<file path="src/rtl/mc_config_loader.sv">
// mc_config_loader: serial macrocell configuration loader with shadow register and optional even parity
module mc_config_loader #(
  parameter int PARITY_EN = 1
) (
  input  logic       clk_v,
  input  logic       rst_v,
  input  logic       cfg_start_v,
  input  logic       cfg_bit_v,
  input  logic       cfg_valid_v,
  output logic       cfg_ready_v,
  output logic       cfg_done_v,
  output logic       cfg_err_v,
  output logic       pt1_mux,
  output logic       pt2_mux,
  output logic       pt3_mux,
  output logic       pt4_mux,
  output logic       pt5_mux,
  output logic       gclr_mux,
  output logic       pt4_func_mux,
  output logic       pt5_func_mux,
  output logic       xor_a_mux,
  output logic       xor_b_mux,
  output logic       xor_inv_mux,
  output logic       d_mux,
  output logic       storage_mux,
  output logic       fb_mux,
  output logic       o_mux,
  output logic [0:2] oe_mux,
  output logic [0:1] gclk_mux
);
  typedef enum logic [1:0] {IDLE, SHIFT, DONE, ERROR} state_t;
  localparam logic [4:0] LAST = (PARITY_EN != 0) ? 5'd20 : 5'd19;
  state_t      state;
  logic [4:0]  cnt;
  logic [19:0] shadow, sh_nx, cfg_q;
  logic        par_err;
  // bits shift in from the top so frame bit 0 lands in shadow[0] after 20 bits
  assign sh_nx   = (cnt < 5'd20) ? {cfg_bit_v, shadow[19:1]} : shadow;
  assign par_err = (PARITY_EN != 0) && (^shadow ^ cfg_bit_v);
  always_ff @(posedge clk_v) begin
    if (rst_v) begin
      state  <= IDLE;
      cnt    <= '0;
      shadow <= '0;
      cfg_q  <= '0;
    end else if (cfg_start_v) begin
      state  <= SHIFT;
      cnt    <= '0;
      shadow <= '0;
    end else begin
      case (state)
        SHIFT: if (cfg_valid_v) begin
          shadow <= sh_nx;
          cnt    <= cnt + 5'd1;
          if (cnt == LAST) begin
            state <= par_err ? ERROR : DONE;
            if (!par_err) cfg_q <= sh_nx;
          end
        end
        DONE: state <= IDLE;
        default: ;
      endcase
    end
  end
  assign cfg_ready_v  = state == SHIFT;
  assign cfg_done_v   = state == DONE;
  assign cfg_err_v    = state == ERROR;
  assign pt1_mux      = cfg_q[0];
  assign pt2_mux      = cfg_q[1];
  assign pt3_mux      = cfg_q[2];
  assign pt4_mux      = cfg_q[3];
  assign pt5_mux      = cfg_q[4];
  assign gclr_mux     = cfg_q[5];
  assign pt4_func_mux = cfg_q[6];
  assign pt5_func_mux = cfg_q[7];
  assign xor_a_mux    = cfg_q[8];
  assign xor_b_mux    = cfg_q[9];
  assign xor_inv_mux  = cfg_q[10];
  assign d_mux        = cfg_q[11];
  assign storage_mux  = cfg_q[12];
  assign fb_mux       = cfg_q[13];
  assign o_mux        = cfg_q[14];
  assign oe_mux       = {cfg_q[15], cfg_q[16], cfg_q[17]};
  assign gclk_mux     = {cfg_q[18], cfg_q[19]};
endmodule

</file>
<file path="config.mk">
export PLATFORM = sky130hd
export DESIGN_NAME = mc_config_loader
export DESIGN_NICKNAME = d
export VERILOG_FILES = /design/src/rtl/mc_config_loader.sv
export SDC_FILE = /design/constraint.sdc
export NUM_CORES = 1
export LEC_CHECK = 0
export ABC_CLOCK_PERIOD_IN_PS = 2000
export CORE_MARGIN = 10
export CORE_UTILIZATION = 30
export CTS_BUF_LIST = sky130_fd_sc_hd__clkbuf_8
export CTS_CLUSTER_SIZE = 24
export DETAILED_ROUTE_END_ITERATION = 8
export GPL_TIMING_DRIVEN = 0
export PLACE_DENSITY = 0.55
export SLEW_MARGIN = 20
export SYNTH_ARGS = -nofsm -noshare
export SYNTH_HDL_FRONTEND = slang
export SYNTH_SLANG_ARGS = --single-unit
</file>
<file path="constraint.sdc">
create_clock -name clk_v -period 2 [get_ports clk_v]
set_input_delay 0.4 -clock clk_v [delete_from_list [all_inputs] [get_ports clk_v]]
set_output_delay 0.4 -clock clk_v [all_outputs]
set_load 0.1 [all_outputs]
</file>
==> metrics.md <==
| Metric | Value |
|---|---|
| Status | `complete, but fails checks` |
| Failing checks | `negative setup slack` |
| Synth-to-layout area growth | `25.9%` |
| CTS tree | `yes` |
| VDD IR max | `about 310 µV` |
| Data required, critical path | `2.19 ns` |
| DR top layer | `met4` |
| Clk slew on worst S/H paths | `~0.08 ns` |
| H-tree levels | `2` |
| Fin Setup TNS | `-3.87 ns` |
| CTS buffer count | `5` |
| M1 WL | `roughly 2400 µm` |
| Routed len/inst | `between 10 and 15 µm` |
| Least-Margin Pin Slew | `0.972 ns` |
| Mapped Cells | `roughly 230` |
| Boundary Pins | `28` |
| Antenna violations before repair | `0` |
| Clock skew | `0.00221 ns` |
| First drt pass iteration count | `4` |
| Detailed router's first-iteration violation count | `27` |
| Setup violators final | `20` |
| Period utilization | `110%` |
| GP Congestion | `~0.72` |
| DRT antenna net count | `0` |
| Max Clock Freq | `0.453 GHz` |
| Syn_nets | `between 200 and 250` |
| Mapped cell area | `~0.0023 mm²` |
| Clock Latency Late Sink | `0.29 ns` |
| Tot Pwr | `about 1.7 mW` |
| Worst slew margin | `a little over a third` |
| Hold_buf cts | `0` |
| Vias in the first global route | `around 1700` |
| Via/cell ratio | `4.57` |
| Buffers on Ports | `27` |
| Worst EP arrival | `about 2.4 ns` |
| FF/Latch Area | `approximately 950 µm²` |
| Global-route wire length before repair | `8310 µm` |
| Startpoint class of the critical path | `flop` |
| GRT Util Overall | `under 10%` |
| Antenna Cells | `0` |
| Setup WS pre-CTS | `-0.620 ns` |
| FILL cells | `around 780` |
| Slew Viols, Final | `0` |
| Nets | `278` |
| Post-DP HPWL | `around 3500 µm` |
| Hold Crit Class | `flop to flop` |
| Clock root cell | `clkbuf_8` |
| DRC Markers | `0` |
| Seq/Total Area, Yosys | `roughly two fifths` |
| Area occupied by multi-input gates | `roughly 0.0013 mm²` |
| Die width | `107 µm` |
| Pwr dens | `slightly below 600 mW/mm²` |
| Largest net degree at the start of global routing | `13` |
| Met3 routed WL | `approximately 190 µm` |
| Mean post-synth cell area | `~9.7 µm²` |
| Wire length on met2 | `between 2000 and 2500 µm` |
| Final worst-path setup slack | `-0.207 ns` |
| Warnings, synthesis | `0` |
| Fraction of layout cells with a size suffix above 1 | `17.4%` |
| Static Leak | `about 1.3 nW` |
| Core footprint | `0.00729 mm²` |
| #FFs+latches synth | `47` |
| Synth cell types | `26` |
| Grt ovf | `0` |
| Worst-path fanout max | `5` |
| CP endpoint kind | `flop` |
| Placement Rows | `31` |
| Clk sinks | `47` |
| Final-report hold violation count | `0` |
| Fin crit period | `between 2 and 2.5 ns` |
| Max-Cap Viols | `0` |
| Die area | `roughly 0.011 mm²` |
| Via count | `around 1700` |
| DIE HEIGHT | `107 µm` |
| Initial Utilization | `around 31%` |
| Clock buffer depth | `2` |
| Routed WL | `~5000 µm` |
| RSZ-0062 raised after global routing | `true` |
| Critical path class | `flop to flop` |
[registers in the layout (all words and copies together), names as in the netlist]
signal / count
state: 2
cfg_q: 20
cnt: 5
shadow: 20
[per-layer routing]
layer,vias up,global-route usage [%]
li1,863,-
met1,795,11.3
met2,21,14.1
met3,6,2.75
met4,0,3.77
met5,-,0
[final timing paths]
kind                           startpoint                       to  slack (ns)  cells past startpoint
setup reg to reg  shadow[16]$_SDFFE_PP0P_    cfg_q[5]$_SDFFE_PP0P_       -0.21                      6
hold / removal    shadow[13]$_SDFFE_PP0P_  shadow[13]$_SDFFE_PP0P_        0.53                      2
setup / recovery  shadow[16]$_SDFFE_PP0P_    cfg_q[5]$_SDFFE_PP0P_       -0.21                      6
hold reg to reg   shadow[13]$_SDFFE_PP0P_  shadow[13]$_SDFFE_PP0P_        0.53                      2
[power by group]
| group | internal [mW] | switching (mW) |
|---|---|---|
| logic | 0.0780 | 0.0945 |
| clock network | 0.228 | 0.294 |
| registers | 0.948 | 0.0152 |
[worst max-delay path: stages (launching register included)]
cell,delay [ns]
dfxtp_2,0.34
xnor3_1,0.41
xnor3_1,0.24
xnor3_2,0.30
mux2i_4,0.31
buf_6,0.18
mux2_2,0.33
[through the flow]
step                cells  utilization, %  hold WS, ns  instance area, µm²
floorplan             233               -        0.492                2280
global placement      359            36.6        0.506                2670
detailed placement    359            36.6        0.514                2670
CTS                   369            38.8        0.538                2830
global route          369            39.1        0.559                2850
finish                369            39.1        0.529                2850
[timing repair]
| action | CTS | global route |
|---|---|---|
| buffers inserted | 2 | 0 |
| hold endpoints to repair | 0 | 0 |
| endpoints found under the setup margin | 44 | 40 |
| cloned | 2 | 0 |
| gates resized for setup | 52 | 8 |
[cells in the final DEF, fill, tap and decap left out, types with 4 or more instances in the layout]
cell and instances:
mux2i_1 20, buf_6 4, xor2_1 5, clkbuf_8 5, dlygate4sd2_1 21, mux2_4 15, dfxtp_1 43, nor2b_1 20
mux2_2 5, a211oi_1 20, clkbuf_1 10, nor2_1 49, dfxtp_2 4, xnor2_1 10
[cell families after synthesis]
family	share of synthesized area, %
flip-flops	41.5
XOR/XNOR	9.78
buffers and inverters	3.65
AO/OA/AOI/OAI	7.07
multiplexers	19.4
AND/OR/NAND/NOR	17.5
adder cells (fa/ha/maj)	1.10
[synth_stat cells]
cell	n	share of area, %
a21oi_1	1	0.22
buf_1	3	0.50
o21ai_0	1	0.22
mux2i_2	1	0.61
xnor3_1	4	4.0
nand2b_1	1	0.28
inv_1	2	0.33
xnor2_1	10	3.9
nand4_1	1	0.28
nand4b_1	1	0.39
and2_1	2	0.55
or3_1	1	0.28
or2_2	1	0.28
nor3_1	2	0.44
mux2i_1	20	8.8
a211oi_1	20	6.6
xor2_1	5	1.9
ha_1	2	1.1
buf_6	2	0.99
mux2_2	20	9.9
clkbuf_1	11	1.8
nor4_1	1	0.28
nand2_1	3	0.50
nor2b_1	22	6.1
nor2_1	49	8.1
dfxtp_1	47	42
[area by class of cell]
cell class	instances	area share [%]
timing repair buffer	31	10.0
clock buffer	5	2.41
clock inverter	1	0.132
buffer	16	2.72
multi-input combinational	168	46.9
sequential	47	33.2
inverter	2	0.263
tap	99	4.35
No activity file was read; power rests on OpenSTA's default activity.
